$ cat config.mk
export PLATFORM = sky130hd
export DESIGN_NAME = mmio_bus_controller
export DESIGN_NICKNAME = d
export VERILOG_FILES = /design/src/rtl/mmio_pkg.sv /design/src/rtl/btn_event_counter.sv /design/src/rtl/mmio_bus_controller.sv
export SDC_FILE = /design/constraint.sdc
export NUM_CORES = 1
export LEC_CHECK = 0
export BUFFER_PORTS_ARGS = -buffer_cell sky130_fd_sc_hd__buf_4
export CAP_MARGIN = 5
export CELL_PAD_IN_SITES_DETAIL_PLACEMENT = 0
export CELL_PAD_IN_SITES_GLOBAL_PLACEMENT = 1
export CORE_UTILIZATION = 23
export DETAILED_ROUTE_END_ITERATION = 10
export GPL_ROUTABILITY_DRIVEN = 0
export PLACE_DENSITY_LB_ADDON = 0.1
export RECOVER_POWER = 50
export SYNTH_ARGS = -nofsm -noshare
export SYNTH_HDL_FRONTEND = slang
export SYNTH_SLANG_ARGS = --single-unit
$ cat constraint.sdc
create_clock -name clock -period 1.95 [get_ports clock]
set_input_delay 0.0975 -clock clock [delete_from_list [all_inputs] [get_ports clock]]
set_output_delay 0.0975 -clock clock [all_outputs]
set_load 0.01 [all_outputs]
$ cat src/rtl/mmio_pkg.sv
// Shared constants and types for the MMIO bus controller.
package mmio_pkg;

    localparam int unsigned DATA_W = 32;
    localparam int unsigned ADDR_W = 32;
    localparam int unsigned CNT_W  = 4;
    localparam int unsigned N_BTN  = 5;

    localparam logic [ADDR_W-1:0] BTNC_ADDR = 32'd1000;
    localparam logic [ADDR_W-1:0] OUT_ADDR  = 32'd2000;
    localparam logic [ADDR_W-1:0] BTNL_ADDR = 32'd3000;
    localparam logic [ADDR_W-1:0] BTNR_ADDR = 32'd4000;
    localparam logic [ADDR_W-1:0] BTNU_ADDR = 32'd5000;
    localparam logic [ADDR_W-1:0] BTND_ADDR = 32'd6000;

    // Bit positions inside btn_in / btn_pending: {D,U,R,L,C}
    localparam int unsigned BTN_C = 0;
    localparam int unsigned BTN_L = 1;
    localparam int unsigned BTN_R = 2;
    localparam int unsigned BTN_U = 3;
    localparam int unsigned BTN_D = 4;

    // Which source drives q_dmem in the cycle after a load
    typedef enum logic [1:0] {
        SRC_ZERO = 2'd0,
        SRC_RAM  = 2'd1,
        SRC_BTN  = 2'd2,
        SRC_OUT  = 2'd3
    } src_e;

    // Maps a button index to its read address
    function automatic logic [ADDR_W-1:0] btn_addr(input int unsigned idx);
        case (idx)
            BTN_C:   btn_addr = BTNC_ADDR;
            BTN_L:   btn_addr = BTNL_ADDR;
            BTN_R:   btn_addr = BTNR_ADDR;
            BTN_U:   btn_addr = BTNU_ADDR;
            default: btn_addr = BTND_ADDR;
        endcase
    endfunction

endpackage

$ cat src/rtl/btn_event_counter.sv
// Per-button rising-edge detector with a saturating, clear-on-read event counter.
module btn_event_counter
    import mmio_pkg::*;
(
    input  logic             clock,
    input  logic             reset,
    input  logic             btn,
    input  logic             rd,
    output logic [CNT_W-1:0] cnt,
    output logic             pending
);

    localparam logic [CNT_W-1:0] CNT_MAX = '1;

    logic             prev_q, prev_d;
    logic [CNT_W-1:0] cnt_q, cnt_d;
    logic             rise_c;
    logic [CNT_W-1:0] base_c;

    // A read clears first, then a same-cycle press is added so it is never lost
    always_comb begin
        prev_d = btn;
        rise_c = btn & ~prev_q;
        base_c = rd ? '0 : cnt_q;
        cnt_d  = base_c;
        if (rise_c && (base_c != CNT_MAX)) begin
            cnt_d = base_c + CNT_W'(1);
        end
    end

    // State registers
    always_ff @(posedge clock or negedge reset) begin
        if (!reset) begin
            prev_q <= 1'b0;
            cnt_q  <= '0;
        end else begin
            prev_q <= prev_d;
            cnt_q  <= cnt_d;
        end
    end

    assign cnt     = cnt_q;
    assign pending = (cnt_q != '0);

endmodule

$ cat src/rtl/mmio_bus_controller.sv
// Decodes the MMIO window between the CPU data port and the data RAM.
module mmio_bus_controller
    import mmio_pkg::*;
(
    input  logic              clock,
    input  logic              reset,
    input  logic [ADDR_W-1:0] address_dmem,
    input  logic              wren,
    input  logic [DATA_W-1:0] data,
    input  logic [DATA_W-1:0] ram_q,
    output logic              ram_wren,
    output logic [DATA_W-1:0] q_dmem,
    input  logic [N_BTN-1:0]  btn_in,
    output logic [DATA_W-1:0] vga_cmd,
    output logic              vga_cmd_valid,
    output logic [N_BTN-1:0]  btn_pending
);

    logic [N_BTN-1:0] btn_hit_c;
    logic [N_BTN-1:0] btn_rd_c;
    logic             out_hit_c;
    logic             mmio_hit_c;
    logic [CNT_W-1:0] cnt_w [N_BTN];
    logic [CNT_W-1:0] cnt_sel_c;

    src_e              src_q, src_d;
    logic [CNT_W-1:0]  cap_q, cap_d;
    logic [DATA_W-1:0] vga_cmd_q, vga_cmd_d;
    logic              vga_valid_q, vga_valid_d;

    // One counter per button, each with its own full-address read strobe
    for (genvar g = 0; g < N_BTN; g++) begin : g_btn
        assign btn_hit_c[g] = (address_dmem == btn_addr(g));
        assign btn_rd_c[g]  = btn_hit_c[g] & ~wren;

        btn_event_counter u_cnt (
            .clock   (clock),
            .reset   (reset),
            .btn     (btn_in[g]),
            .rd      (btn_rd_c[g]),
            .cnt     (cnt_w[g]),
            .pending (btn_pending[g])
        );
    end

    // Full 32-bit decode keeps MMIO stores out of the 12-bit RAM
    always_comb begin
        out_hit_c  = (address_dmem == OUT_ADDR);
        mmio_hit_c = (|btn_hit_c) | out_hit_c;
        ram_wren   = wren & ~mmio_hit_c & reset;
    end

    // Selects the count of whichever button address is presented
    always_comb begin
        cnt_sel_c = '0;
        case (address_dmem)
            BTNC_ADDR: cnt_sel_c = cnt_w[BTN_C];
            BTNL_ADDR: cnt_sel_c = cnt_w[BTN_L];
            BTNR_ADDR: cnt_sel_c = cnt_w[BTN_R];
            BTNU_ADDR: cnt_sel_c = cnt_w[BTN_U];
            BTND_ADDR: cnt_sel_c = cnt_w[BTN_D];
            default:   cnt_sel_c = '0;
        endcase
    end

    // Read-source pipeline and VGA command register next-state
    always_comb begin
        src_d       = src_q;
        cap_d       = cap_q;
        vga_cmd_d   = vga_cmd_q;
        vga_valid_d = 1'b0;
        if (wren) begin
            src_d = SRC_ZERO;
            if (out_hit_c) begin
                vga_cmd_d   = data;
                vga_valid_d = 1'b1;
            end
        end else if (|btn_hit_c) begin
            src_d = SRC_BTN;
            cap_d = cnt_sel_c;
        end else if (out_hit_c) begin
            src_d = SRC_OUT;
        end else begin
            src_d = SRC_RAM;
        end
    end

    // State registers
    always_ff @(posedge clock or negedge reset) begin
        if (!reset) begin
            src_q       <= SRC_ZERO;
            cap_q       <= '0;
            vga_cmd_q   <= '0;
            vga_valid_q <= 1'b0;
        end else begin
            src_q       <= src_d;
            cap_q       <= cap_d;
            vga_cmd_q   <= vga_cmd_d;
            vga_valid_q <= vga_valid_d;
        end
    end

    // Read data steering, aligned with the RAM's one-cycle read latency
    always_comb begin
        case (src_q)
            SRC_RAM: q_dmem = ram_q;
            SRC_BTN: q_dmem = DATA_W'(cap_q);
            SRC_OUT: q_dmem = vga_cmd_q;
            default: q_dmem = '0;
        endcase
    end

    assign vga_cmd       = vga_cmd_q;
    assign vga_cmd_valid = vga_valid_q;

endmodule
# Word level (Yosys, flattened, before mapping)

Cells that the tools add are included.

Word-level logic and storage cells: 83
Output and inout bits: 71
Register bits after elaboration: 64
Input bits: 104

Reduce and logical (&&, ||, !) cells: 13
Add/sub/neg operators: 5
Equal/unequal tests: 14
Bitwise operators: 20
Multiplexer cells: 17

Operators by type and width:

| kind                                                                    | count |
|---|---|
| 32-bit case mux with 3 select lines                                     | 1 |
| 32-bit by 12-bit equality test with 1-bit output, second input constant | 2 |
| 32-bit by 13-bit equality test with 1-bit output, second input constant | 2 |
| 4-bit two-way mux                                                       | 10 |
| 32-bit by 10-bit equality test with 1-bit output, second input constant | 1 |
| 32-bit by 11-bit equality test with 1-bit output, second input constant | 1 |
| 4-bit by 1-bit adder with 4-bit output, second input constant           | 5 |
| 4-bit != test, second input constant                                    | 5 |
| 4-bit case mux with 5 select lines                                      | 1 |
| 4-bit nonzero test                                                      | 5 |
| 1-bit AND                                                               | 12 |
| 1-bit NOT                                                               | 7 |
| 2-bit two-way mux                                                       | 3 |
| 1-bit logical AND                                                       | 5 |
| 5-bit OR reduction                                                      | 1 |
| 2-bit equality test, second input constant                              | 2 |
| 2-bit AND reduction                                                     | 2 |
| 2-bit by 1-bit equality test with 1-bit output, second input constant   | 1 |
| 1-bit two-way mux                                                       | 2 |
| 1-bit OR                                                                | 1 |

# Logic depth before layout (Yosys ltp)

Gate-level depths: netlist (run 1).

Word-level depth: 6
Depth in mapped cells: 10
Depth with buffers taken out: 9

# Cells and area by module

Synthesis (run 1) repeated with hierarchy kept, for this count alone.

Cells, all modules: 419
Area total of the unflattened synthesis: 3931.3 um^2

Modules (own cells, without submodules):

| module                                 | cells an instance | area each (um^2) | sequential area each (um^2) | instances |
|---|---|---|---|---|
| mmio_bus_controller                    | 308               | 2551.2           | 975.9                       | 1 |
| btn_event_counter (g_btn[1].u_cnt ...) | 22                | 277.8            | 125.1                       | 4 |
| btn_event_counter (g_btn[0].u_cnt)     | 23                | 269.0            | 125.1                       | 1 |

# Least setup slack after synthesis (run 1)

Ideal clock, no wire load.

Kind: input to register
Start: input address_dmem[26]
End: register g_btn[2].u_cnt.cnt_q[0]
Library setup time: 0.065 ns
Required time: 1.885 ns
Slack: -0.429 ns
Data arrival time: 2.314 ns
Cell stages on the path: 9
Buffers on the path: 0
Cell sequence: nor4_2 nand4_1 nor4_4 nand3b_2 and2_1 ha_1 and3_1 a21boi_1 o221a_2

Cells in the longest elaborated chain, start to end: 6
Elaborated cells on any way between the ends: 7
Those cells by class: add/sub: 1; eq/ne: 2; mux: 2; bitwise: 1; reduce/logical: 1

Ends and longest elaborated chain:

| element                                                                                        | line                      | source |
|---|---|---|
| start: declaration                                                                             | mmio_bus_controller.sv:7  | `input logic [ADDR_W-1:0] address_dmem,` |
| 32-bit by 12-bit equality test with 1-bit output *                                             | mmio_bus_controller.sv:33 | `assign btn_hit_c[g] = (address_dmem == btn_addr(g));` |
| 1-bit AND *                                                                                    | mmio_bus_controller.sv:34 | `assign btn_rd_c[g] = btn_hit_c[g] & ~wren;` |
| 4-bit two-way mux *                                                                            | btn_event_counter.sv:24   | `base_c = rd ? '0 : cnt_q;` |
| parallel branches: the longest is 2 deep, another holds 4-bit by 1-bit adder with 4-bit output | -                         |  |
| 4-bit two-way mux *                                                                            | btn_event_counter.sv:26   | `if (rise_c && (base_c != CNT_MAX)) begin` |
| via g_btn[2].u_cnt.cnt_d[0]                                                                    | btn_event_counter.sv:16   | `logic [CNT_W-1:0] cnt_q, cnt_d;` |
| end signal: assignment                                                                         | btn_event_counter.sv:38   | `cnt_q <= cnt_d;` |
| end: declaration                                                                               | btn_event_counter.sv:16   |  |

Mark *: on every way through the listed nets, which the timed path passes.
A chain may end at the register's enable or synchronous reset.

# Worst setup path after layout (run 1)

Start: input address_dmem[30]
End: output ram_wren

Cells in the longest elaborated chain, start to end: 6
Elaborated cells on any way between the ends: 11
Those cells by class: eq/ne: 6; bitwise: 4; reduce/logical: 1

Ends and longest elaborated chain:

| element                                                                  | line                      | source |
|---|---|---|
| 32-bit by 10-bit equality test with 1-bit output (tied with other cells) | mmio_bus_controller.sv:33 |  |
| 5-bit OR reduction                                                       | mmio_bus_controller.sv:49 | `mmio_hit_c = (\|btn_hit_c) \| out_hit_c;` |
| 1-bit OR *                                                               | mmio_bus_controller.sv:49 |  |
| 1-bit NOT *                                                              | mmio_bus_controller.sv:50 | `ram_wren = wren & ~mmio_hit_c & reset;` |
| 1-bit AND * (2 in a row)                                                 | mmio_bus_controller.sv:50 |  |
| end: declaration                                                         | mmio_bus_controller.sv:11 | `output logic ram_wren,` |

Mark *: on every way between the ends. The rest lies on a longest branch, timed or not.

==> results of run 1 <==
-- layout make-up --
class                      instances  area [um^2]  share of cell area [%]
clock inverter                     3         65.1                   0.982
inverter                           5         18.8                   0.283
tap                              220          275                    4.15
clock buffer                      12          256                    3.87
multi-input combinational        275         2410                    36.4
timing repair buffer             264         1990                    30.1
sequential                        64         1600                    24.2
-- metrics by stage --
| step | instances | setup TNS [ns] |
|---|---|---|
| 6_report | 843 | 0 |
| 5_1_grt | 843 | -0.00896 |
| 4_1_cts | 835 | 0 |
| 3_5_place_dp | 782 | -5.62 |
| 3_3_place_gp | 782 | -4.49 |
| 2_1_floorplan | 361 | -2.18 |
-- report_power, final --
| part | internal [mW] | total [mW] | switching, mW |
|---|---|---|---|
| sequential | 1.53 | 1.87 | 0.336 |
| combinational | 0.829 | 1.34 | 0.511 |
| clock | 1.18 | 1.74 | 0.565 |
| total | 3.54 | 4.95 | 1.41 |
-- how the worst max path moves through the flow --
stage	startpoint	to	slack, ns	cells past startpoint
finish	address_dmem[30]	ram_wren	0.05	10
global route	address_dmem[30]	ram_wren	-0.009	10
CTS	address_dmem[30]	ram_wren	0.008	9
detailed placement	address_dmem[1]	g_btn[2].u_cnt.cnt[0]	-0.29	11
global placement	address_dmem[1]	g_btn[2].u_cnt.cnt[0]	-0.23	11
floorplan	address_dmem[30]	g_btn[2].u_cnt.cnt[0]	-0.30	9
-- layer usage --
metal / vias up / global-route usage [%] / wire [um]
li1: 1862 / - / -
met1: 1758 / 18.8 / 5680
met2: 149 / 23.0 / 5680
met3: 11 / 3.41 / 818
met4: 0 / 6.00 / 197
met5: - / 0 / 0
-- worst max-delay path, delay by kind of cell --
kind | cells | cell delay (ns)
buffers and inverters | 4 | 0.58
and+or+nand+nor | 5 | 0.99
AOI/OAI and AO/OA | 1 | 0.12
-- kinds of logic after synthesis --
logic type      count (synthesis)  share of synthesized area, %
mux                            76                          20.8
compound gates                 29                          6.74
buf+inv                        22                          2.59
simple gates                  165                          27.4
flops                          64                          40.9
fa+ha+maj                       5                          1.60
-- layout by cell type, fill, tap and decap left out, types with 3 or more instances in the layout --
| cell type | n |
|---|---|
| dlygate4sd3_1 | 38 |
| a22o_1 | 8 |
| clkbuf_4 | 5 |
| nor2_1 | 14 |
| clkbuf_16 | 9 |
| mux2i_1 | 33 |
| buf_6 | 5 |
| nor3_1 | 4 |
| a222oi_1 | 3 |
| buf_4 | 180 |
| ha_4 | 4 |
| dfrtp_1 | 63 |
| nand3_2 | 4 |
| mux2_4 | 3 |
| clkbuf_1 | 34 |
| nand2b_1 | 3 |
| nand2_1 | 19 |
| o221a_2 | 3 |
| nor4_4 | 7 |
| or4_1 | 5 |
| nor2b_1 | 43 |
| inv_1 | 5 |
| nor4bb_1 | 3 |
| nand4_1 | 17 |
| mux2_1 | 4 |
| nand3_1 | 12 |
| and2_4 | 8 |
| mux2_2 | 36 |
-- registers in the layout (all words and copies together), names as in the netlist --
name	flops
cap_q	4
vga_cmd_valid	1
g_btn.u_cnt.prev_q	5
g_btn.u_cnt.cnt	20
vga_cmd	32
src_q	2
-- timing repair --
| item | in CTS | in global routing |
|---|---|---|
| pin swaps | 0 | 8 |
| gates resized for setup | 1 | 15 |
| hold buffers | 38 | 0 |
| buffers inserted | 0 | 8 |
| endpoints found under the setup margin | 1 | 3 |
| hold endpoints to repair | 53 | 0 |
==> impl_results.md, run 1 <==
* Syn avg cell area at roughly 11 um^2
* Crit-path slowest cell: nor4_4
* Post-Place Setup Slack at -0.293 ns
* Worst Setup Start Kind: input pin
* Vias per cell at 4.48
* WS Path Type: in2out
* Final WS setup at 0.0527 ns
* Die span in x at roughly 130 um
* Vias at 3780
* Post-synthesis instance total at between 300 and 400
* Slew Limit Headroom at 25.5%
* Reg-to-reg endpoint: g_btn[3].u_cnt.cnt[1]
* DRC at 0
* Worst skew pair latency at between 0.3 and 0.4 ns
* Area leader, netlist: dfrtp_1
* Root Driver: clkbuf_16
* Main area contributors after synthesis: dfrtp_1, mux2_2, mux2i_1, nor2b_1, nand4_1
* Post-synth top area share at around 41%
* Hold EP: src_q[1]
* Initial antenna violation count at 0
* Critical Path End Type: output pin
* Crit-path cells: buf_4, nor4_4, nand4_4, buf_6, nor4_4, buf_4, a2111o_1, nor2_2, and3_4, buf_6
* Final period util at a little over nine tenths
* Largest net degree at the start of global routing at 33
* Final Hold Fails at 0
* Detail Placement HPWL at around 9400 um
* H-tree levels at 3
* Placed instance area at 5910 um^2
* PortBufs at about 170
* # IOs at ~180
* Peak supply drop at about 0.00037 V
* Clock buffer count from CTS at 9
* Filler cells at about 1600
* Worst Hold Class: in2reg
* CP arrival at approximately 1.8 ns
* Clock tree from TritonCTS: yes
* Clk slew on worst S/H paths at 0.05 ns
* Max Cap Viol at 0
* Req. time, crit path at between 1.5 and 2 ns
* Number of global-route vias before repair at between 3000 and 4000
* Syn Nets at 470
* Core area at between 15000 and 20000 um^2
* Top FF cell, synth: dfrtp_1
* Worst-case reg-to-reg path depth at 5
* Reg2reg start: g_btn[3].u_cnt.cnt[0]
* Total grt overflow at 0
* Post-synth EDFFs at 0
* Count leader, synth: dfrtp_1
* Part of the Yosys area used for sequential elements at between 40 and 50%
* Worst Tran Pin Value at ~1.1 ns
* Final core utilization at between 30% and 40%
* R2R setup slack at between 0.3 and 0.4 ns
* CP max FO at 5
* Top cells by count, synth: dfrtp_1, nor2b_1, mux2_2, mux2i_1, nand2_1
* Final setup viols at 0
* Clock Path Buffers at 2
* Initial Utilization at a little under a quarter
* Drt first pass iters at 4
* First-pass GRT wire length at between 15000 and 20000 um
* Hold Crit Depth at 2
* Power Total at 4.95 mW
* Final ANT Viol Nets at 0
* Max Freq at between 0.5 and 0.6 GHz
* Tot GR Track Use at ~14%
* Clock Skew at 0.0116 ns
* Min-delay src: wren
* Run status: completed
* Ys Warns at 0
* Layout net count at between 700 and 800
* Post-layout instance area at 6630 um^2
* Die span in y at between 100 and 150 um
* Final Critical Period at roughly 1.9 ns
* WL/cell at approximately 15 um
* Post-Syn Area at between 3000 and 4000 um^2
* Worst hold slack at 0.0401 ns
* Total die area at around 18000 um^2
* Drt total wl at 12400 um
* Pins Over Slew Limit at 0
* Layout area overhead at 69.2%
* Pwr dens at 747 nW/um^2
* Ant. Diodes at 0
* Asr flop ratio synth at 100%
* Clk sinks at between 60 and 70
* Seq cells post-synth at 64
* Post-synthesis cell type count at 52
* Max incr delay on CP at 0.33 ns
* Leak pwr at roughly 3.1 nW
* Row cnt at 47
* Share of cells above drive strength 1 at approximately 47%
* Initial drt markers at approximately 120
No activity file was read; power rests on OpenSTA's default activity.
==> inputs of run 2 (changes only) <==
==> constraint.sdc (replaced) <==
create_clock -name clock -period 1.95 [get_ports clock]
set_input_delay 0.4875 -clock clock [delete_from_list [all_inputs] [get_ports clock]]
set_output_delay 0.4875 -clock clock [all_outputs]
set_load 0.01 [all_outputs]
==> run 2 against run 1 <==
The run now ends with negative setup slack left; count of clock-buffer cells in the layout grew 1; sequential power shrank 5%; clock skew shrank 0.0032 ns; largest power group unchanged; cell count grew 0.95%; power grew 1.1%; non-clock buffer count grew 7; combinational power grew 32%; critical path depth shrank 1.
==> impl_results.md, run 2 (synthesized netlist as in run 1, its figures left out) <==
* Commonest non-fill, non-tap cell in the layout: buf_4 (unchanged)
* Vias at 3892 (was 3780)
* Top Layer Used: met4 (unchanged)
* Final setup viols at 68 (was 0)
* Pins Over Slew Limit at 0 (unchanged)
* Final period util at 135% (was 97.3%)
* Largest net degree at the start of global routing at 65 (was 33)
* Sequential Area at 1610 um^2 (was 1600 um^2)
* Drt total wl at 13500 um (was 12400 um)
* R2R setup slack at 0.33 ns (was 0.35 ns)
* Reg2reg start: g_btn[3].u_cnt.cnt[2] (was g_btn[3].u_cnt.cnt[0])
* Placed insts at 794 (was 782)
* Vias per cell at 4.57 (was 4.48)
* Worst Tran Pin Value at 0.510 ns (was 1.12 ns)
* RSZ-0062 raised after global routing: true
* Max Cap Viol at 0 (unchanged)
* Final Instance Count excl. Fillers at 851 (was 843)
* Final core utilization at 42.4% (was 40.0%)
* Share of cells above drive strength 1 at 63.4% (was 47.0%)
* Final Hold Fails at 0 (unchanged)
* Clock tree from TritonCTS: yes (unchanged)
* WS Path Type: in2out (unchanged)
* Most frequent cells in the layout: buf_4, dfrtp_1, nor2b_1, mux2_2 (was buf_4, dfrtp_1, nor2b_1, dlygate4sd3_1, mux2_2)
* Die span in y at 132 um (unchanged)
* Failing checks: negative setup slack
* Peak supply drop at 0.000360 V (was 0.000373 V)
* Die span in x at 132 um (unchanged)
* Clock buffer count from CTS at 9 (unchanged)
* Clk slew on worst S/H paths at 0.06 ns (was 0.05 ns)
* Clock Path Buffers at 2 (unchanged)
* Placed instance area at 6030 um^2 (was 5910 um^2)
* Root Driver: clkbuf_16 (unchanged)
* Layout net count at 735 (was 728)
* Power Total at 5.01 mW (was 4.95 mW)
* Clock Skew at 0.00841 ns (was 0.0116 ns)
* CP arrival at 2.15 ns (was 1.80 ns)
* Metal2 WL at 6640 um (was 5680 um)
* Post-layout instance area at 7030 um^2 (was 6630 um^2)
* Final ANT Viol Nets at 0 (unchanged)
* Req. time, crit path at 1.46 ns (was 1.85 ns)
* Core area at 16600 um^2 (unchanged)
* Final WS setup at -0.692 ns (was 0.0527 ns)
* Total die area at 17500 um^2 (unchanged)
* DRC at 0 (unchanged)
* Max FFs per register at 32 (unchanged)
* Critical Path End Type: output pin (unchanged)
* Layout area overhead at 79.5% (was 69.2%)
* H-tree levels at 3 (unchanged)
* First-pass GRT wire length at 21800 um (was 19900 um)
* Pwr dens at 713 nW/um^2 (was 747 nW/um^2)
* Number of global-route vias before repair at 4073 (was 3758)
* Worst Hold Class: in2async (was in2reg)
* Total grt overflow at 0 (unchanged)
* Final Critical Period at 2.64 ns (was 1.90 ns)
* # IOs at 175 (unchanged)
* Clk sinks at 64 (unchanged)
* Run status: finished with violations (was completed)
* Initial antenna violation count at 0 (unchanged)
* Max Freq at 0.379 GHz (was 0.527 GHz)
* DR WL met3 at 879 um (was 818 um)
* Leak pwr at 3.38 nW (was 3.07 nW)
* Reg-to-reg endpoint: cap_q[2] (was g_btn[3].u_cnt.cnt[1])
* Filler cells at 1626 (was 1649)
* Slew Limit Headroom at 65.9% (was 25.5%)
* Worst-case reg-to-reg path depth at 5 (unchanged)
* Ant. Diodes at 0 (unchanged)
* CP max FO at 5 (unchanged)
* WL/cell at 15.9 um (was 14.7 um)
* Met1 wire length at 5820 um (was 5680 um)
* Worst Setup Start Kind: input pin (unchanged)
* Tot GR Track Use at 16.0% (was 14.5%)
* PortBufs at 174 (unchanged)
* Worst skew pair latency at 0.33 ns (about the same)
* Row cnt at 47 (unchanged)
* Initial Utilization at 23.6% (unchanged)
* Detail Placement HPWL at 9470 um (was 9350 um)
* Initial drt markers at 143 (was 119)
* Drt first pass iters at 4 (unchanged)
* Multi-input gate area at 2550 um^2 (was 2410 um^2)
## run 2: cell types whose count changed in the layout (fill, tap and decap cells not counted), moves of 4 or more
| cell | previous run | this run |
|---|---|---|
| buf_16 | 0 | 4 |
| nor2_1 | 14 | 10 |
| mux2_2 | 36 | 32 |
| nor2_2 | 2 | 6 |
| dlygate4sd3_1 | 38 | 0 |
| buf_6 | 5 | 30 |
| clkbuf_1 | 34 | 4 |
| dfrtp_2 | 1 | 8 |
| buf_4 | 180 | 225 |
| dfrtp_1 | 63 | 56 |
| nand2_1 | 19 | 15 |
| mux2_4 | 3 | 9 |
## run 2: where the power goes
part | leakage, nW | internal, mW | switching [mW] | total, mW
logic | 2.43 | 1.02 | 0.743 | 1.77
clock network | 0.130 | 0.891 | 0.573 | 1.46
registers | 0.823 | 1.54 | 0.233 | 1.78
## run 2: critical path, stage by stage
cell	delay [ns]
buf_4	0.12
nor4_4	0.33
nand4_4	0.19
buf_6	0.17
nor4_4	0.30
a2111o_1	0.22
nor2_2	0.05
and3_4	0.18
buf_6	0.11
## run 2: stage by stage
stage | setup TNS (ns) | worst slack [ns] | hold WS [ns]
2_1_floorplan | -14.24 | -0.686 | 0.192
3_3_place_gp | -29.70 | -0.715 | 0.485
3_5_place_dp | -31.10 | -0.769 | 0.496
4_1_cts | -10.59 | -0.608 | 0.208
5_1_grt | -21.98 | -0.825 | 0.224
6_report | -12.92 | -0.692 | 0.207
## run 2: layer usage
metal / up-vias / GRT usage (%)
met1: 1850 / 19.4
met3: 13 / 4.37
met4: 0 / 4.73
met5: - / 0
met2: 151 / 27.5
li1: 1878 / -
## run 2: how the worst max path moves through the flow
stage | start | slack (ns) | endpoint
floorplan | address_dmem[30] | -0.69 | g_btn[2].u_cnt.cnt[0]
global placement | address_dmem[30] | -0.72 | ram_wren
detailed placement | address_dmem[30] | -0.77 | ram_wren
CTS | address_dmem[25] | -0.61 | ram_wren
global route | address_dmem[30] | -0.82 | ram_wren
finish | address_dmem[18] | -0.69 | ram_wren
## run 2: repair_timing
item,4_1_cts,5_1_grt
hold buffers,0,0
pin swaps,19,20
cloned,6,0
endpoints found under the setup margin,92,89
buffers inserted,27,13
resized for setup,52,41
## run 2: cell type report
| class | count | share of cell area (%) |
|---|---|---|
| multi-input combinational | 275 | 36.3 |
| clock inverter | 3 | 0.249 |
| clock buffer | 13 | 3.56 |
| tap | 220 | 3.92 |
| sequential | 64 | 22.9 |
| inverter | 5 | 0.267 |
| timing repair buffer | 271 | 32.7 |
